[config.mk]
export PLATFORM = sky130hd
export DESIGN_NAME = pipe_ctrl_flat
export DESIGN_NICKNAME = d
export VERILOG_FILES = /design/src/rtl/pipe_ctrl_pkg.sv /design/src/rtl/pipe_ctrl_if.sv /design/src/rtl/pipe_ctrl_fetch.sv /design/src/rtl/pipe_ctrl.sv /design/src/flat_wrapper.sv
export SDC_FILE = /design/constraint.sdc
export NUM_CORES = 1
export LEC_CHECK = 0
export ABC_AREA = 1
export ABC_CLOCK_PERIOD_IN_PS = 2290
export BUFFER_PORTS_ARGS = -buffer_cell sky130_fd_sc_hd__buf_2
export CAP_MARGIN = 20
export CORE_MARGIN = 2
export CORE_UTILIZATION = 50
export CTS_CLUSTER_DIAMETER = 120
export DETAILED_ROUTE_END_ITERATION = 8
export GPL_TIMING_DRIVEN = 1
export PLACE_DENSITY = 0.79
export SKIP_CTS_REPAIR_TIMING = 1
export SKIP_LAST_GASP = 1
export SLEW_MARGIN = 0
export SYNTH_ARGS = -nofsm -noshare
export SYNTH_HDL_FRONTEND = slang
export SYNTH_HIERARCHICAL = 1
export SYNTH_SLANG_ARGS = --single-unit
[constraint.sdc]
create_clock -name clk -period 2.29 [get_ports clk]
set_input_delay 0.3435 -clock clk [delete_from_list [all_inputs] [get_ports clk]]
set_output_delay 0.3435 -clock clk [all_outputs]
set_load 0.03 [all_outputs]
[src/rtl/pipe_ctrl_pkg.sv]
// Shared encodings for the pipeline sequencer: FSM states, stall-cause
// priority and the per-stage stall/flush bundle each cause produces.
package pipe_ctrl_pkg;

  typedef enum logic [1:0] {MD_IDLE = 2'd0, MD_BUSY = 2'd1, MD_DONE = 2'd2} md_state_e;
  typedef enum logic [1:0] {F_READY = 2'd0, F_WAIT = 2'd1, F_DROP = 2'd2} fetch_state_e;

  // Declared in priority order: a lower value wins when several causes are active.
  typedef enum logic [2:0] {
    C_EXC = 3'd0, C_DATA = 3'd1, C_MD = 3'd2, C_HAZ = 3'd3, C_FETCH = 3'd4, C_NONE = 3'd7
  } stall_cause_e;

  typedef struct packed {
    logic stall_if, stall_id, stall_ex, stall_mm;
    logic flush_id, flush_ex, flush_mm, flush_wb;
  } ctrl_t;

  // Only the winning cause drives the stages, so a stage held by it can
  // never be bubbled by a weaker cause. The exception still lets a
  // dropping fetch hold IF.
  function automatic ctrl_t cause_ctrl(input stall_cause_e c, input logic fetch_hold);
    ctrl_t r;
    r = '0;
    case (c)
      C_EXC:   begin r.stall_if = fetch_hold; r.flush_id = 1'b1; r.flush_ex = 1'b1; r.flush_mm = 1'b1; end
      C_DATA:  begin r.stall_if = 1'b1; r.stall_id = 1'b1; r.stall_ex = 1'b1; r.stall_mm = 1'b1; r.flush_wb = 1'b1; end
      C_MD:    begin r.stall_if = 1'b1; r.stall_id = 1'b1; r.stall_ex = 1'b1; r.flush_mm = 1'b1; end
      C_HAZ:   begin r.stall_if = 1'b1; r.stall_id = 1'b1; r.flush_ex = 1'b1; end
      C_FETCH: begin r.stall_if = 1'b1; r.flush_id = 1'b1; end
      default: ;
    endcase
    return r;
  endfunction

endpackage

[src/rtl/pipe_ctrl_if.sv]
// Control bundle between the core stages and the pipeline sequencer.
interface pipe_ctrl_if #(parameter int PC_W = 32, parameter int PERF_W = 32);
  logic              hazard_stall;
  logic              muldiv_req, muldiv_done, muldiv_start, muldiv_abort;
  logic              inst_req, inst_ok, inst_drop;
  logic              data_req, data_ok;
  logic              exc_valid;
  logic [PC_W-1:0]   exc_target;
  logic              redirect_valid;
  logic [PC_W-1:0]   redirect_pc;
  logic              stall_if, stall_id, stall_ex, stall_mm;
  logic              flush_id, flush_ex, flush_mm, flush_wb;
  logic              perf_clr;
  logic [PERF_W-1:0] stall_cycles;

  modport master (
    output hazard_stall, muldiv_req, muldiv_done, inst_req, inst_ok,
           data_req, data_ok, exc_valid, exc_target, perf_clr,
    input  muldiv_start, muldiv_abort, inst_drop, redirect_valid, redirect_pc,
           stall_if, stall_id, stall_ex, stall_mm,
           flush_id, flush_ex, flush_mm, flush_wb, stall_cycles
  );

  modport slave (
    input  hazard_stall, muldiv_req, muldiv_done, inst_req, inst_ok,
           data_req, data_ok, exc_valid, exc_target, perf_clr,
    output muldiv_start, muldiv_abort, inst_drop, redirect_valid, redirect_pc,
           stall_if, stall_id, stall_ex, stall_mm,
           flush_id, flush_ex, flush_mm, flush_wb, stall_cycles
  );
endinterface

[src/rtl/pipe_ctrl_fetch.sv]
// Tracks the single outstanding instruction fetch and discards the one
// that was in flight when an exception redirected the PC.
module pipe_ctrl_fetch
  import pipe_ctrl_pkg::*;
(
  input  logic clk,
  input  logic rst_n,
  input  logic i_inst_req,
  input  logic i_inst_ok,
  input  logic i_exc_valid,
  output logic o_fetch_wait,
  output logic o_inst_drop
);

  fetch_state_e r_state;

  always_ff @(posedge clk or negedge rst_n) begin
    if (!rst_n) begin
      r_state <= F_READY;
    end else begin
      case (r_state)
        F_READY: if (i_inst_req) r_state <= F_WAIT;
        F_WAIT: begin
          if (i_exc_valid)                  r_state <= i_inst_ok ? F_READY : F_DROP;
          else if (i_inst_ok && !i_inst_req) r_state <= F_READY;
        end
        F_DROP:  if (i_inst_ok) r_state <= F_READY;
        default: r_state <= F_READY;
      endcase
    end
  end

  // DROP holds IF even in the cycle the stale data lands.
  assign o_fetch_wait = (r_state == F_WAIT && !i_inst_ok) || (r_state == F_DROP);
  assign o_inst_drop  = i_inst_ok && ((r_state == F_WAIT && i_exc_valid) || r_state == F_DROP);

endmodule

[src/rtl/pipe_ctrl.sv]
// Pipeline sequencer: merges stall sources into per-stage stall/flush,
// runs the mul/div handshake and counts IF stall cycles.
module pipe_ctrl
  import pipe_ctrl_pkg::*;
#(
  parameter int PC_W   = 32,
  parameter int PERF_W = 32
) (
  input  logic clk,
  input  logic rst_n,
  pipe_ctrl_if.slave bus
);

  md_state_e         r_md;
  logic [PERF_W-1:0] r_stall_cycles;
  logic [PC_W-1:0]   w_redirect_pc;
  logic              w_fetch_wait, w_inst_drop, w_data_wait, w_md_hold;
  stall_cause_e      w_cause;
  ctrl_t             w_ctrl;

  pipe_ctrl_fetch u_fetch (
    .clk          (clk),
    .rst_n        (rst_n),
    .i_inst_req   (bus.inst_req),
    .i_inst_ok    (bus.inst_ok),
    .i_exc_valid  (bus.exc_valid),
    .o_fetch_wait (w_fetch_wait),
    .o_inst_drop  (w_inst_drop)
  );

  assign w_data_wait = bus.data_req && !bus.data_ok;
  // The done cycle already releases EX; DONE itself never holds.
  assign w_md_hold   = (r_md == MD_BUSY && !bus.muldiv_done) || (r_md == MD_IDLE && bus.muldiv_req);

  always_comb begin
    w_cause = C_NONE;
    if (bus.exc_valid)       w_cause = C_EXC;
    else if (w_data_wait)    w_cause = C_DATA;
    else if (w_md_hold)      w_cause = C_MD;
    else if (bus.hazard_stall) w_cause = C_HAZ;
    else if (w_fetch_wait)   w_cause = C_FETCH;
  end

  assign w_ctrl        = cause_ctrl(w_cause, w_fetch_wait);
  assign w_redirect_pc = bus.exc_valid ? bus.exc_target : '0;

  assign bus.stall_if       = w_ctrl.stall_if;
  assign bus.stall_id       = w_ctrl.stall_id;
  assign bus.stall_ex       = w_ctrl.stall_ex;
  assign bus.stall_mm       = w_ctrl.stall_mm;
  assign bus.flush_id       = w_ctrl.flush_id;
  assign bus.flush_ex       = w_ctrl.flush_ex;
  assign bus.flush_mm       = w_ctrl.flush_mm;
  assign bus.flush_wb       = w_ctrl.flush_wb;
  assign bus.redirect_valid = bus.exc_valid;
  assign bus.redirect_pc    = w_redirect_pc;
  assign bus.inst_drop      = w_inst_drop;
  assign bus.muldiv_start   = (r_md == MD_IDLE) && bus.muldiv_req && !bus.exc_valid;
  assign bus.muldiv_abort   = (r_md == MD_BUSY) && bus.exc_valid;
  assign bus.stall_cycles   = r_stall_cycles;

  always_ff @(posedge clk or negedge rst_n) begin
    if (!rst_n) begin
      r_md <= MD_IDLE;
    end else begin
      case (r_md)
        MD_IDLE: if (bus.muldiv_req && !bus.exc_valid) r_md <= MD_BUSY;
        MD_BUSY: begin
          if (bus.exc_valid)        r_md <= MD_IDLE;
          else if (bus.muldiv_done) r_md <= MD_DONE;
        end
        // Wait for EX to move on so the same instruction is not relaunched.
        MD_DONE: if (bus.exc_valid || !w_ctrl.stall_ex) r_md <= MD_IDLE;
        default: r_md <= MD_IDLE;
      endcase
    end
  end

  always_ff @(posedge clk or negedge rst_n) begin
    if (!rst_n)                                      r_stall_cycles <= '0;
    else if (bus.perf_clr)                           r_stall_cycles <= '0;
    else if (w_ctrl.stall_if && r_stall_cycles != '1) r_stall_cycles <= r_stall_cycles + 1'b1;
  end

endmodule

[src/flat_wrapper.sv]
// flat-port wrapper written by rule: the top's interface ports become plain ports
module pipe_ctrl_flat import pipe_ctrl_pkg::*;
#(
  parameter int PC_W   = 32,
  parameter int PERF_W = 32
)
  (clk, rst_n, bus_hazard_stall, bus_muldiv_req, bus_muldiv_done, bus_inst_req, bus_inst_ok, bus_data_req, bus_data_ok, bus_exc_valid, bus_exc_target, bus_perf_clr, bus_muldiv_start, bus_muldiv_abort, bus_inst_drop, bus_redirect_valid, bus_redirect_pc, bus_stall_if, bus_stall_id, bus_stall_ex, bus_stall_mm, bus_flush_id, bus_flush_ex, bus_flush_mm, bus_flush_wb, bus_stall_cycles);
  pipe_ctrl_if #(.PC_W(PC_W), .PERF_W(PERF_W)) bus_i ();
  input  logic clk;
  input  logic rst_n;
  input wire logic [$bits(bus_i.hazard_stall)-1:0] bus_hazard_stall;
  input wire logic [$bits(bus_i.muldiv_req)-1:0] bus_muldiv_req;
  input wire logic [$bits(bus_i.muldiv_done)-1:0] bus_muldiv_done;
  input wire logic [$bits(bus_i.inst_req)-1:0] bus_inst_req;
  input wire logic [$bits(bus_i.inst_ok)-1:0] bus_inst_ok;
  input wire logic [$bits(bus_i.data_req)-1:0] bus_data_req;
  input wire logic [$bits(bus_i.data_ok)-1:0] bus_data_ok;
  input wire logic [$bits(bus_i.exc_valid)-1:0] bus_exc_valid;
  input wire logic [$bits(bus_i.exc_target)-1:0] bus_exc_target;
  input wire logic [$bits(bus_i.perf_clr)-1:0] bus_perf_clr;
  output wire logic [$bits(bus_i.muldiv_start)-1:0] bus_muldiv_start;
  output wire logic [$bits(bus_i.muldiv_abort)-1:0] bus_muldiv_abort;
  output wire logic [$bits(bus_i.inst_drop)-1:0] bus_inst_drop;
  output wire logic [$bits(bus_i.redirect_valid)-1:0] bus_redirect_valid;
  output wire logic [$bits(bus_i.redirect_pc)-1:0] bus_redirect_pc;
  output wire logic [$bits(bus_i.stall_if)-1:0] bus_stall_if;
  output wire logic [$bits(bus_i.stall_id)-1:0] bus_stall_id;
  output wire logic [$bits(bus_i.stall_ex)-1:0] bus_stall_ex;
  output wire logic [$bits(bus_i.stall_mm)-1:0] bus_stall_mm;
  output wire logic [$bits(bus_i.flush_id)-1:0] bus_flush_id;
  output wire logic [$bits(bus_i.flush_ex)-1:0] bus_flush_ex;
  output wire logic [$bits(bus_i.flush_mm)-1:0] bus_flush_mm;
  output wire logic [$bits(bus_i.flush_wb)-1:0] bus_flush_wb;
  output wire logic [$bits(bus_i.stall_cycles)-1:0] bus_stall_cycles;
  assign bus_i.hazard_stall = bus_hazard_stall;
  assign bus_i.muldiv_req = bus_muldiv_req;
  assign bus_i.muldiv_done = bus_muldiv_done;
  assign bus_i.inst_req = bus_inst_req;
  assign bus_i.inst_ok = bus_inst_ok;
  assign bus_i.data_req = bus_data_req;
  assign bus_i.data_ok = bus_data_ok;
  assign bus_i.exc_valid = bus_exc_valid;
  assign bus_i.exc_target = bus_exc_target;
  assign bus_i.perf_clr = bus_perf_clr;
  assign bus_muldiv_start = bus_i.muldiv_start;
  assign bus_muldiv_abort = bus_i.muldiv_abort;
  assign bus_inst_drop = bus_i.inst_drop;
  assign bus_redirect_valid = bus_i.redirect_valid;
  assign bus_redirect_pc = bus_i.redirect_pc;
  assign bus_stall_if = bus_i.stall_if;
  assign bus_stall_id = bus_i.stall_id;
  assign bus_stall_ex = bus_i.stall_ex;
  assign bus_stall_mm = bus_i.stall_mm;
  assign bus_flush_id = bus_i.flush_id;
  assign bus_flush_ex = bus_i.flush_ex;
  assign bus_flush_mm = bus_i.flush_mm;
  assign bus_flush_wb = bus_i.flush_wb;
  assign bus_stall_cycles = bus_i.stall_cycles;
  pipe_ctrl #(.PC_W(PC_W), .PERF_W(PERF_W)) u_core (.clk(clk), .rst_n(rst_n), .bus(bus_i));
endmodule
==> After elaboration in Yosys (flattened, before gate mapping) <==
Cells that the tools add are included.
{ "word_totals": {"ff_bits": 36, "latchBits": 0, "ram_bits": 0, "mem_bits_ro": 0, "inputBits": 43, "output_inout_bits": 76, "elab_cells": 78, "memories": 0} }
{ "op_classes": {"addsub": 1, "n_mul": 0, "div_mod_pow": 0, "n_lt_le_gt_ge": 0, "n_eq_ne": 15, "n_shift": 0, "mux": 26, "n_bitwise": 0, "n_reduce_logical": 33} }
{ "op_table": {"columns": ["cell", "n"], "rows": [
  ["32-bit two-way mux", 3],
  ["32-bit by 1-bit adder with 32-bit output (second input constant)", 1],
  ["32-bit != test (second input constant)", 1],
  ["2-bit two-way mux", 10],
  ["3-bit two-way mux", 4],
  ["2-bit one-hot mux with 3 select lines", 2],
  ["1-bit logical AND", 11],
  ["2-bit OR reduction", 4],
  ["3-bit by 2-bit == test with 1-bit output (second input constant)", 2],
  ["1-bit zero test", 6],
  ["1-bit two-way mux", 6],
  ["2-bit != test (second input constant)", 3],
  ["3-bit != test (second input constant)", 2],
  ["3-bit AND reduction", 2],
  ["2-bit by 1-bit == test with 1-bit output (second input constant)", 2],
  ["2-bit == test (second input constant)", 2],
  ["2-bit zero test", 2],
  ["1-bit logical OR", 4],
  ["4-bit OR reduction", 1],
  ["3-bit by 1-bit == test with 1-bit output (second input constant)", 1],
  ["3-bit == test (second input constant)", 1],
  ["3-bit zero test", 1],
  ["3-bit OR reduction", 1],
  ["2-bit by 1-bit != test with 1-bit output (second input constant)", 1],
  ["2 further kinds", 2]
]} }

==> Logic depth before layout (Yosys ltp) <==
Gate-level depths: netlist (run 1).
{ "logic_depth": {"depth_word": 15, "mapped_depth": 14, "depth_no_buf": 13} }

==> Modules after synthesis <==
The synthesis (run 1) kept the hierarchy.
{ "by_module_without_submodules": {"columns": ["module", "instances", "cells_each", "area_each_um2", "seq_area_each_um2"], "rows": [
  ["pipe_ctrl", 1, 493, 2917.8, 850.8],
  ["pipe_ctrl_fetch", 1, 20, 145.1, 50.0]
]} }

==> Least setup slack after synthesis (run 1) <==
OpenSTA, ideal clock, no wires.
{ "synth_timing": {"kind": "flip-flop to output port", "from": "register u_core.u_fetch.r_state[1]", "to": "output port bus_stall_if", "t_arrival_ns": 1.922, "required_time_ns": 1.947, "setup_slack_ns": 0.024, "path_stages_with_launch": 11, "n_path_buf": 1, "cell_sequence": "dfrtp_1 nor2_2 nand2_1 nand2_1 inv_1 nor2_1 nand2_1 o21ai_1 nand2_1 nand2_2 buf_2"} }
{ "synth_via": {"elab_chain_cells": 11, "elab_cells_between_ends": 16, "cone_classes": "eq/ne (6); mux (6); reduce/logical (4)"} }
{ "synth_lines": {"columns": ["element", "line_no", "source"], "rows": [
  ["start, declared", "pipe_ctrl_fetch.sv:15", "fetch_state_e r_state;"],
  ["start signal, assigned", "pipe_ctrl_fetch.sv:24", "if (i_exc_valid) r_state <= i_inst_ok ? F_READY : F_DROP;"],
  ["2-bit by 1-bit == test with 1-bit output", "pipe_ctrl_fetch.sv:34", "assign o_fetch_wait = (r_state == F_WAIT && !i_inst_ok) || (r_state == F_DROP);"],
  ["1-bit logical AND", "pipe_ctrl_fetch.sv:34", null],
  ["1-bit logical OR *", "pipe_ctrl_fetch.sv:34", null],
  ["net u_core.w_fetch_wait", "pipe_ctrl.sv:17", "logic w_fetch_wait, w_inst_drop, w_data_wait, w_md_hold;"],
  ["2-bit two-way mux", "pipe_ctrl.sv:41", "else if (w_fetch_wait) w_cause = C_FETCH;"],
  ["3-bit two-way mux", "pipe_ctrl.sv:40", "else if (bus.hazard_stall) w_cause = C_HAZ;"],
  ["3-bit two-way mux", "pipe_ctrl.sv:39", "else if (w_md_hold) w_cause = C_MD;"],
  ["3-bit two-way mux", "pipe_ctrl.sv:38", "else if (w_data_wait) w_cause = C_DATA;"],
  ["3-bit two-way mux", "pipe_ctrl.sv:37", "if (bus.exc_valid) w_cause = C_EXC;"],
  ["3-bit by 1-bit == test with 1-bit output, or another cell as far along", "pipe_ctrl_pkg.sv:24", "case (c)"],
  ["4-bit OR reduction (no line)", null, null],
  ["1-bit one-hot mux with 2 select lines *", "pipe_ctrl_pkg.sv:24", null],
  ["end, declared", "flat_wrapper.sv:26", "output wire logic [$bits(bus_i.stall_if)-1:0] bus_stall_if;"]
]} }
The timed path passes the listed nets; every way through them passes the cells marked *.

==> Final worst setup path (run 1) <==
Ends and elaborated chain as after synthesis.

==> metrics.log, run 1 <==
[metrics] result of the run: complete, no violations
[metrics] data arrival time of the critical path: approximately 1800 ps
[metrics] capture point of the critical path: bus_stall_if
[metrics] final period demand of the worst path: 2150 ps
[metrics] core box area: between 5000 and 6000 µm²
[metrics] final hold violation count: 0
[metrics] Synth Area in Compound Gates: 0.0290
[metrics] Setup Viol. Count Final: 0
[metrics] Slew Limit Fails: 0
[metrics] commonest register cell after synthesis: sky130_fd_sc_hd__dfrtp_1
[metrics] portion of total power attributed to combinational logic: 0.319
[metrics] post-synthesis mux area share: 0
[metrics] routability congestion estimate: 0.915
[metrics] Simple-Gate Fraction of Synth Area: 0.478
[metrics] wire length of the first global-routing pass: 14100 µm
[metrics] setup tns final: 0 ps
[metrics] worst voltage drop across the vdd grid: 322 µV
[metrics] Static Leak: 0.00251 µW
[metrics] most instantiated cells after synthesis: sky130_fd_sc_hd__nand2_1 (181), sky130_fd_sc_hd__inv_1 (94), sky130_fd_sc_hd__nand3_1 (55)
[metrics] number of fill cells in the layout: 580
[metrics] Detailed Route Iter0 Violations: 210
[metrics] number of enable flip-flop cells after synthesis: 0
[metrics] via-per-instance ratio: 5.06
[metrics] number of input and output port buffers inserted: 118
[metrics] ANT cells: 0
[metrics] Register-to-Register Path Depth: 13
[metrics] final worst-path cycle share: 0.940
[metrics] mean routed wirelength per cell: around 13 µm
[metrics] most used routing layer: met2
[metrics] met1 routing resource usage after global routing: 0.311
[metrics] leftover overflow at the end of global routing: 0
[metrics] Post-route DRC: 0
[metrics] fraction of layout cells with a size suffix above 1: 0.248
[metrics] number of buffers inserted during clock tree synthesis: 5
[metrics] critical path class: flip-flop to output port
[metrics] Mapped Cells: 513
[metrics] Avg Cell Area, Syn: 5.97 µm²
[metrics] PD cells: 474 nW/µm²
[metrics] required time of the critical path: roughly 2000 ps
[metrics] CP startpoint: u_core/u_fetch/r_state[1]
[metrics] Final Core Density: 0.655
[metrics] top post-synthesis cells by area: sky130_fd_sc_hd__dfrtp_1 (29%), sky130_fd_sc_hd__nand2_1 (22%), sky130_fd_sc_hd__inv_1 (12%)
[metrics] maximum number of pins on one net before global-route repair: 37
[metrics] via count of the first global-routing pass: 3174
[metrics] cell type with the largest total area after synthesis: sky130_fd_sc_hd__dfrtp_1
[metrics] Initial Utilization: 0.517
[metrics] share of the synthesized area in the top cell type: 0.294
[metrics] Worst slew margin: 0.447
[metrics] critical path capture point type: output port
[metrics] maximum operating frequency: 464 MHz
[metrics] slew at the pin with the worst max-slew slack: roughly 830 ps
[metrics] reg-to-reg startpoint: u_core/u_fetch/r_state[1]
[metrics] height of the die: 82.3 µm
[metrics] cell area after technology mapping: 3060 µm²
[metrics] count of different cell masters after synthesis: 32
[metrics] overall routing resource usage: 0.268
[metrics] number of nets in the synthesized netlist: 557
[metrics] remaining antenna violation count: 0
[metrics] GR met3 Demand/Resource: 0.0435
[metrics] synthesized flop and latch total: 36
[metrics] area share of fa/ha/maj cells after synthesis: 0.00408
[metrics] leading cell type by number of instances after synthesis: sky130_fd_sc_hd__nand2_1
[metrics] Hold Crit Class: input port to asynchronous set/reset pin
[metrics] total internal power: 1170 µW
[metrics] I/O pin total: 119
[metrics] clock share of power: 0.308
[metrics] Synth Warn #: 6
[metrics] H-tree levels: 2
[metrics] FF+latch area: between 900 and 1000 µm²
[metrics] Switch Pwr: around 670 µW
[metrics] number of optimization iterations in the first detailed-route pass: 5
[metrics] hpwl dp: slightly below 7000 µm
[metrics] CTS tree: yes
[metrics] largest clock skew in the final design: 9.34 ps
[metrics] met2 routing resource usage after global routing: 0.516
[metrics] sort of element at the start of the critical path: flip-flop
[metrics] dominant combinational cell family by area after synthesis: simple AND/OR/NAND/NOR gates
[metrics] FFs w/ async S/R, synth: 1.00
[metrics] Placement Rows: 28
[metrics] xor/xnor cell area share of the yosys netlist: 0.0400
[metrics] total number of vias: 3574
[metrics] clock sink total: 36
[metrics] multi-input gate area in the final layout: between 1500 and 2000 µm²
[metrics] R2R setup slack: 260 ps
[metrics] area added between synthesis and finish: 26.6%
[metrics] post-layout net count: 675
[metrics] Max-Cap Viols: 0
[metrics] Sequential Power Share: 0.374
[metrics] worst r2r dst: u_core/bus.stall_cycles[28]
[metrics] clock-pin slew on the worst setup and hold paths: 80 ps
[metrics] Total Routed Length: between 9000 and 10000 µm
[metrics] die extent in x: 82.3 µm
[metrics] sequential-to-total area share from yosys stat: 0.294
[metrics] maximum count of clock buffers along a single path: 2
[metrics] area of the die: between 6000 and 7000 µm²
[metrics] largest fanout on the critical path: 8
[metrics] clock latency on the worst-skew pair: a little under 300 ps
[metrics] switching share of total power: 0.365
[metrics] number of antenna violations at the first check in global routing: 0
[metrics] library cell used as clock root buffer: sky130_fd_sc_hd__clkbuf_8
-- final cells by class --
type | count | share of cell area
flip-flops and latches | 36 | 0.233
multi-input cells | 360 | 0.438
clock inverters | 3 | 0.0110
well taps | 75 | 0.0242
repair buffers | 132 | 0.183
clock buffers | 5 | 0.0177
inverters | 96 | 0.0929
-- per-layer routing --
layer,vias up,wire [µm]
met5,-,0
met4,0,74
met3,6,474
met2,124,4670
met1,1624,3860
li1,1820,-
-- registers in the layout (all words and copies together) (netlist names) --
register	flops
u_core/u_fetch/r_state	2
u_core/r_md	2
u_core/bus.stall_cycles	32
-- critical path, cell delays in order (launching register included) --
cell and delay [ps]:
sky130_fd_sc_hd__dfrtp_2 450, sky130_fd_sc_hd__nor2_4 140, sky130_fd_sc_hd__nand2_1 60, sky130_fd_sc_hd__nand2_1 60, sky130_fd_sc_hd__inv_1 50, sky130_fd_sc_hd__nor2_1 120
sky130_fd_sc_hd__nand2_1 80, sky130_fd_sc_hd__o21ai_2 160, sky130_fd_sc_hd__nand2_1 110, sky130_fd_sc_hd__nand2_4 120, sky130_fd_sc_hd__buf_4 180
-- through the flow --
step	instances	power, µW	instance area (µm²)	setup slack (ps)	hold WS, ps
2_1_floorplan	513	1080	3060	24.1	47.9
3_3_place_gp	693	1210	3700	297	472
3_5_place_dp	693	1230	3700	198	488
4_1_cts	701	1800	3820	-111	170
5_1_grt	707	1930	3880	-19.5	215
6_report	707	1840	3880	137	148
-- power groups by stage --
stage                     Combinational [µW]  Clock, µW  Sequential, µW
after floorplan                          372          0             710
after global placement                   522          0             693
after detailed placement                 533          0             693
after CTS                                534        585             682
after global routing                     637        607             689
final                                    586        565             687
-- kinds of logic (layout without fill, tap and decap cells) --
family	after synthesis	after routing
compound gates	13	13
xor+xnor	14	14
fa+ha+maj	1	1
buf+inv	117	236
flops	36	36
simple gates	332	332
-- worst min path at each step --
stage,cells after the start,start,to
detailed placement,1,rst_n,u_core/bus.stall_cycles[10]
finish,1,rst_n,u_core/bus.stall_cycles[3]
CTS,1,rst_n,u_core/bus.stall_cycles[2]
global placement,1,rst_n,u_core/bus.stall_cycles[9]
global route,1,rst_n,u_core/bus.stall_cycles[1]
floorplan,0,rst_n,u_core/bus.stall_cycles[0]
-- layout by cell type, fill, tap and decap left out --
cell type / instances
sky130_fd_sc_hd__dfrtp_1: 35
sky130_fd_sc_hd__inv_2: 2
sky130_fd_sc_hd__inv_1: 94
sky130_fd_sc_hd__clkinvlp_4: 1
sky130_fd_sc_hd__clkbuf_8: 5
sky130_fd_sc_hd__a21boi_0: 1
sky130_fd_sc_hd__xnor2_1: 2
sky130_fd_sc_hd__buf_4: 14
sky130_fd_sc_hd__a21oi_2: 1
sky130_fd_sc_hd__a21oi_1: 2
sky130_fd_sc_hd__nor2_2: 1
sky130_fd_sc_hd__o21ai_2: 3
sky130_fd_sc_hd__o31ai_1: 1
sky130_fd_sc_hd__nand4_1: 33
sky130_fd_sc_hd__nand3_2: 2
sky130_fd_sc_hd__o21bai_1: 1
sky130_fd_sc_hd__o22ai_1: 1
sky130_fd_sc_hd__nor3_1: 2
sky130_fd_sc_hd__nor2_4: 3
sky130_fd_sc_hd__clkinv_2: 1
sky130_fd_sc_hd__o21ai_1: 1
sky130_fd_sc_hd__buf_2: 117
sky130_fd_sc_hd__ha_1: 1
sky130_fd_sc_hd__buf_12: 1
sky130_fd_sc_hd__xor2_1: 12
sky130_fd_sc_hd__bufinv_16: 1
sky130_fd_sc_hd__o41ai_1: 1
sky130_fd_sc_hd__nand2_2: 1
sky130_fd_sc_hd__nand4_4: 1
sky130_fd_sc_hd__nand3_1: 55
sky130_fd_sc_hd__o21ai_0: 1
sky130_fd_sc_hd__nand2_1: 181
sky130_fd_sc_hd__dfrtp_2: 1
sky130_fd_sc_hd__nand2_4: 2
sky130_fd_sc_hd__nor2_1: 51
(Power assumes the default switching activity.)
==> run 2: changes to the inputs <==
--- a/config.mk
+++ b/config.mk
@@ -14,5 +14,5 @@
 export CTS_CLUSTER_DIAMETER = 120
 export DETAILED_ROUTE_END_ITERATION = 8
-export GPL_TIMING_DRIVEN = 1
+export GPL_TIMING_DRIVEN = 0
 export PLACE_DENSITY = 0.79
 export SKIP_CTS_REPAIR_TIMING = 1
==> constraint.sdc (replaced) <==
create_clock -name clk -period 2.29 [get_ports clk]
set_input_delay 0.3435 -clock clk [delete_from_list [all_inputs] [get_ports clk]]
set_output_delay 0.3435 -clock clk [all_outputs]
set_load 0.01 [all_outputs]
==> run 2 against run 1 <==
Against the previous run:
- combinational power decreased by 13%
- sequential power hardly changed
- setup slack improved by 23 ps
- non-clock buffer count grew 9
- register-to-register slack worse by 70 ps
- via count increased by 1.7%
- hold slack worse by 10 ps
- critical endpoint unchanged
==> metrics.log, run 2 (synthesis gave the netlist of run 1 again) <==
[metrics] longest individual stage delay on the worst path: 440 ps
[metrics] maximum operating frequency: around 470 MHz
[metrics] Slew Limit Fails: 0
[metrics] hpwl dp: ~7200 µm
[metrics] worst r2r dst: u_core/bus.stall_cycles[28]
[metrics] fraction of layout cells with a size suffix above 1: 0.246
[metrics] Worst slew margin: 0.468
[metrics] remaining antenna violation count: 0
[metrics] top library cells by usage in the layout, fill and taps aside: sky130_fd_sc_hd__nand2_1 (180), sky130_fd_sc_hd__buf_2 (122), sky130_fd_sc_hd__inv_1 (94)
[metrics] PD cells: 450 nW/µm²
[metrics] H-tree levels: 2
[metrics] ANT cells: 0
[metrics] Register-to-Register Path Depth: 10
[metrics] post-layout net count: 684
[metrics] final period demand of the worst path: 2130 ps
[metrics] total number of vias: about 3600
[metrics] reg-to-reg startpoint: u_core/bus.stall_cycles[0]
[metrics] maximum count of clock buffers along a single path: 2
[metrics] via count of the first global-routing pass: approximately 3300
[metrics] number of buffers inserted during clock tree synthesis: 5
[metrics] routability congestion estimate: 0.938
[metrics] clock-pin slew on the worst setup and hold paths: 70 ps
[metrics] largest clock skew in the final design: between 4 and 5 ps
[metrics] wire length of the first global-routing pass: between 10000 and 15000 µm
[metrics] number of antenna violations at the first check in global routing: 0
[metrics] crit-path cells: nor2_4 > nand2_1 > nand2_1 > inv_1 > nor2_2 > nand2_1 > o21ai_2 > nand2_2 > nand2_4 > buf_6 > buf_2
[metrics] total cell area at the placement stage: 3750 µm²
[metrics] Largest delay share family, worst path: simple AND/OR/NAND/NOR gates
[metrics] area of the die: 6770 µm²
[metrics] clock latency on the worst-skew pair: slightly below 300 ps
[metrics] Placement Rows: 28
[metrics] PnR Total Power: 1760 µW
[metrics] combined buffer and inverter count along the critical path: 3
[metrics] Post-route DRC: 0
[metrics] leftover overflow at the end of global routing: 0
[metrics] height of the die: ~82 µm
[metrics] number of instances in the placed design: 706
[metrics] overall routing resource usage: 0.274
[metrics] mean routed wirelength per cell: 12.9 µm
[metrics] required time of the critical path: 1950 ps
[metrics] number of input and output port buffers inserted: 118
[metrics] maximum number of pins on one net before global-route repair: 37
[metrics] library cell used as clock root buffer: sky130_fd_sc_hd__clkbuf_8
[metrics] Setup Viol. Count Final: 0
[metrics] most common cell after layout, fill and taps aside: sky130_fd_sc_hd__nand2_1
[metrics] number of flip-flops under the largest register name: 32
[metrics] worst voltage drop across the vdd grid: 265 µV
[metrics] slew at the pin with the worst max-slew slack: 798 ps
[metrics] sort of element at the start of the critical path: flip-flop
[metrics] data arrival time of the critical path: about 1800 ps
[metrics] Max-Cap Viols: 0
[metrics] via-per-instance ratio: 5.08
[metrics] Initial Utilization: 0.517
[metrics] CTS tree: yes
[metrics] Total Routed Length: 9260 µm
[metrics] I/O pin total: between 100 and 150
[metrics] critical path class: flip-flop to output port
[metrics] core box area: 5920 µm²
[metrics] Hold Worst Slack: 138 ps
[metrics] Detailed Route Iter0 Violations: 236
[metrics] largest fanout on the critical path: 10
[metrics] Hold Crit Class: input port to asynchronous set/reset pin
[metrics] Static Leak: between 0.002 and 0.003 µW
[metrics] number of optimization iterations in the first detailed-route pass: 5
[metrics] unrepaired setup endpoints after global routing: yes
[metrics] final worst-path cycle share: 0.930
[metrics] Worst path most repeated cell: sky130_fd_sc_hd__nand2_1
[metrics] critical path capture point type: output port
[metrics] die extent in x: just over 80 µm
[metrics] area added between synthesis and finish: 27.3%
[metrics] clock sink total: 36
[metrics] R2R setup slack: 190 ps
[metrics] final hold violation count: 0
[metrics] Layout Cell Area excl Fill: 3900 µm²
[metrics] result of the run: complete, no violations
[metrics] critical-path cell with the highest stage delay: sky130_fd_sc_hd__dfrtp_2
[metrics] final non-filler cell total: around 700
## run 2: changes by cell type in the layout (fill, tap and decap cells not counted), moves of 4 or more
| cell | before | now |
|---|---|---|
| sky130_fd_sc_hd__buf_2 | 117 | 122 |
| sky130_fd_sc_hd__clkbuf_1 | 0 | 7 |
| sky130_fd_sc_hd__buf_4 | 14 | 4 |
| sky130_fd_sc_hd__buf_1 | 0 | 4 |
| sky130_fd_sc_hd__buf_6 | 0 | 4 |
## run 2: report_power, final
group	internal [µW]	switching, µW	total [µW]	leakage, µW
Clock	323	233	557	0.0000552
Combinational	191	319	510	0.00195
Sequential	660	28.7	689	0.000497
## run 2: layout make-up
type / instances / area (µm²)
buffer: 21 / 123
clock buffer: 6 / 72.6
clock inverter: 2 / 35.0
fill: 552 / 2020
inverter: 96 / 360
multi-input combinational: 360 / 1710
sequential: 36 / 902
tap: 75 / 93.8
timing repair buffer: 120 / 606
## run 2: stage by stage
stage                     setup TNS [ps]  utilization  worst slack [ps]
final                                  0        0.659               160
after global routing               -17.5        0.659             -17.5
after CTS                           -140        0.651              -140
after detailed placement               0        0.633               104
after global placement                 0        0.633               132
after floorplan                        0            -               397
## run 2: worst max-delay path by stage
| stage | startpoint | to | slack [ps] | depth (start not counted) |
|---|---|---|---|---|
| finish | u_core/u_fetch/r_state[1] | bus_stall_if | 160 | 11 |
| global route | u_core/u_fetch/r_state[1] | bus_stall_if | -20 | 11 |
| CTS | u_core/u_fetch/r_state[1] | bus_stall_if | -140 | 11 |
| detailed placement | u_core/bus.stall_cycles[0] | u_core/bus.stall_cycles[19] | 100 | 9 |
| global placement | u_core/bus.stall_cycles[0] | u_core/bus.stall_cycles[19] | 130 | 9 |
| floorplan | u_core/u_fetch/r_state[1] | bus_stall_if | 400 | 10 |
## run 2: metal layers
layer	vias to the layer above	part of all wire	wire [µm]	global-route usage
met5	-	0	0	0
met4	0	0.014	128	0.0617
met3	13	0.050	467	0.0348
met2	140	0.51	4730	0.507
met1	1643	0.42	3930	0.335
li1	1838	-	-	-
==> run 3: changes to the inputs <==
CORE_UTILIZATION = 40   (was 50)
CTS_BUF_LIST = sky130_fd_sc_hd__clkbuf_4 sky130_fd_sc_hd__clkbuf_8   (was not set)
PLACE_DENSITY = 0.65   (was 0.79)
SETUP_SLACK_MARGIN = 0.3   (was not set)
==> run 3 against run 2 <==
Against the previous run:
- clock power shrank 10%
- sequential share of layout area shrank 1.3 points
- via count grew 2.6%
- global-route usage shrank 4.5 points
- count of clock-buffer cells in the layout grew 2
- clock skew grew 2.5 ps
- power grew 6.0%
- utilization shrank 9.3 points
- hold slack gained 7.7 ps
==> metrics.log, run 3 (synthesis gave the netlist of run 1 again) <==
[metrics] height of the die: 91.5 µm
[metrics] wire length of the first global-routing pass: 15700 µm
[metrics] critical path class: flip-flop to output port
[metrics] hpwl dp: 7430 µm
[metrics] portion of total power attributed to combinational logic: 0.358
[metrics] total number of vias: 3728
[metrics] number of fill cells in the layout: 748
[metrics] worst voltage drop across the vdd grid: 232 µV
[metrics] via count of the first global-routing pass: 3506
[metrics] Detailed Route Iter0 Violations: around 210
[metrics] total internal power: around 1200 µW
[metrics] result of the run: complete, no violations
[metrics] top library cells by usage in the layout, fill and taps aside: sky130_fd_sc_hd__nand2_1 (180), sky130_fd_sc_hd__buf_2 (118), sky130_fd_sc_hd__inv_1 (93)
[metrics] clock share of power: 0.269
[metrics] capture point of the critical path: bus_stall_if
[metrics] slew at the pin with the worst max-slew slack: ~820 ps
[metrics] GR met3 Demand/Resource: 0.0290
[metrics] Hold Crit Class: input port to asynchronous set/reset pin
[metrics] clock sink total: 36
[metrics] Hold Worst Slack: 146 ps
[metrics] Worst slew margin: 0.451
[metrics] number of antenna violations at the first check in global routing: 0
[metrics] final worst-path cycle share: 0.908
[metrics] Post-route DRC: 0
[metrics] data arrival time of the critical path: 1740 ps
[metrics] sort of element at the start of the critical path: flip-flop
[metrics] Sequential Power Share: 0.373
[metrics] clock-pin slew on the worst setup and hold paths: 80 ps
[metrics] required time of the critical path: 1950 ps
[metrics] area added between synthesis and finish: 35.4%
[metrics] core box area: 7330 µm²
[metrics] Placement Rows: 31
[metrics] CP startpoint: u_core/u_fetch/r_state[0]
[metrics] ANT cells: 0
[metrics] overall routing resource usage: 0.229
[metrics] worst r2r dst: u_core/bus.stall_cycles[10]
[metrics] clock latency on the worst-skew pair: 290 ps
[metrics] routability congestion estimate: ~0.94
[metrics] Setup Viol. Count Final: 0
[metrics] Slew Limit Fails: 0
[metrics] final period demand of the worst path: 2080 ps
[metrics] Max-Cap Viols: 0
[metrics] number of input and output port buffers inserted: 118
[metrics] mean routed wirelength per cell: between 10 and 15 µm
[metrics] I/O pin total: 119
[metrics] remaining antenna violation count: 0
[metrics] via-per-instance ratio: 4.95
[metrics] library cell used as clock root buffer: sky130_fd_sc_hd__clkbuf_8
[metrics] switching share of total power: 0.336
[metrics] maximum number of pins on one net before global-route repair: 37
[metrics] critical path capture point type: output port
[metrics] Layout Cell Area excl Fill: 4150 µm²
[metrics] reg-to-reg startpoint: u_core/u_fetch/r_state[0]
[metrics] Static Leak: 0.00259 µW
[metrics] PnR Total Power: 1860 µW
[metrics] most used routing layer: met2
[metrics] Final Core Density: 0.566
[metrics] largest clock skew in the final design: about 6.7 ps
[metrics] fraction of layout cells with a size suffix above 1: 0.277
[metrics] multi-input gate area in the final layout: between 1500 and 2000 µm²
[metrics] unrepaired setup endpoints after global routing: yes
[metrics] met1 routing resource usage after global routing: 0.275
[metrics] area of the die: between 8000 and 9000 µm²
[metrics] FF+latch area: 905 µm²
[metrics] PD cells: approximately 450 nW/µm²
[metrics] number of optimization iterations in the first detailed-route pass: 5
[metrics] die extent in x: 91.5 µm
[metrics] H-tree levels: 2
[metrics] largest fanout on the critical path: 5
[metrics] R2R setup slack: 300 ps
[metrics] Switch Pwr: between 600 and 700 µW
[metrics] Register-to-Register Path Depth: 15
[metrics] Total Routed Length: around 9800 µm
[metrics] number of buffers inserted during clock tree synthesis: 5
[metrics] maximum count of clock buffers along a single path: 2
[metrics] number of flip-flops under the largest register name: 32
[metrics] final hold violation count: 0
[metrics] Initial Utilization: 0.418
[metrics] CTS tree: yes
[metrics] total cell area at the placement stage: 3780 µm²
[metrics] maximum operating frequency: 481 MHz
[metrics] most common cell after layout, fill and taps aside: sky130_fd_sc_hd__nand2_1
[metrics] post-layout net count: 697
[metrics] longest individual stage delay on the worst path: 390 ps
[metrics] Worst path most repeated cell: sky130_fd_sc_hd__nand2_1
[metrics] met2 routing resource usage after global routing: 0.414
[metrics] crit-path cells: inv_2 > nand2_1 > nand2_1 > inv_2 > nor2_2 > nand2_1 > o21ai_2 > nand2_2 > nand2_4 > buf_8 > buf_6
[metrics] critical-path cell with the highest stage delay: sky130_fd_sc_hd__dfrtp_1
[metrics] leftover overflow at the end of global routing: 0
[metrics] setup tns final: 0 ps
run 3: cell types whose count changed in the layout (fill, tap and decap cells not counted), moves of 2 or more:
cell / previous run / this run
sky130_fd_sc_hd__dfrtp_1: 35 / 33
sky130_fd_sc_hd__buf_4: 4 / 17
sky130_fd_sc_hd__nand3_1: 55 / 50
sky130_fd_sc_hd__buf_8: 0 / 4
sky130_fd_sc_hd__clkbuf_16: 0 / 2
sky130_fd_sc_hd__clkbuf_4: 0 / 2
sky130_fd_sc_hd__clkbuf_1: 7 / 5
sky130_fd_sc_hd__dfrtp_2: 1 / 3
sky130_fd_sc_hd__nand3_2: 2 / 6
sky130_fd_sc_hd__buf_2: 122 / 118
run 3: final cells by class:
| type | instances | area share |
|---|---|---|
| well taps | 99 | 0.0299 |
| inverters | 96 | 0.0869 |
| flip-flops and latches | 36 | 0.218 |
| plain buffers | 21 | 0.0353 |
| repair buffers | 133 | 0.182 |
| multi-input cells | 360 | 0.424 |
| clock buffers | 8 | 0.0235 |
run 3: power groups by stage:
| stage | logic [µW] | registers (µW) | clock network (µW) |
|---|---|---|---|
| finish | 666 | 693 | 501 |
| global route | 722 | 697 | 543 |
| CTS | 475 | 687 | 518 |
| floorplan | 295 | 698 | 0 |
| detailed placement | 473 | 700 | 0 |
| global placement | 460 | 699 | 0 |
run 3: how the worst min path moves through the flow:
stage | cells after the start | slack [ps] | startpoint | endpoint
after global routing | 1 | 220 | rst_n | u_core/bus.stall_cycles[6]
after CTS | 1 | 180 | rst_n | u_core/bus.stall_cycles[12]
after detailed placement | 1 | 490 | rst_n | u_core/bus.stall_cycles[13]
after floorplan | 0 | 50 | rst_n | u_core/bus.stall_cycles[0]
final | 1 | 150 | rst_n | u_core/bus.stall_cycles[5]
after global placement | 1 | 480 | rst_n | u_core/bus.stall_cycles[13]
run 3: routing by layer:
layer / vias up / routed length, µm
met3: 18 / 552
met4: 0 / 238
met5: - / 0
met1: 1702 / 4160
met2: 140 / 4820
li1: 1868 / -
run 3: worst max-delay path, delay by kind of cell (launching register included):
family | cells | cell delay, ps
buffers and inverters | 4 | 350
AOI/OAI and AO/OA | 1 | 150
DFF | 1 | 390
and+or+nand+nor | 6 | 540
run 3: metrics by stage:
| stage | worst slack [ps] | cells |
|---|---|---|
| global route | 120 | 753 |
| finish | 210 | 753 |
| floorplan | 397 | 513 |
| CTS | -142 | 738 |
| detailed placement | 37.5 | 730 |
| global placement | 85.2 | 730 |
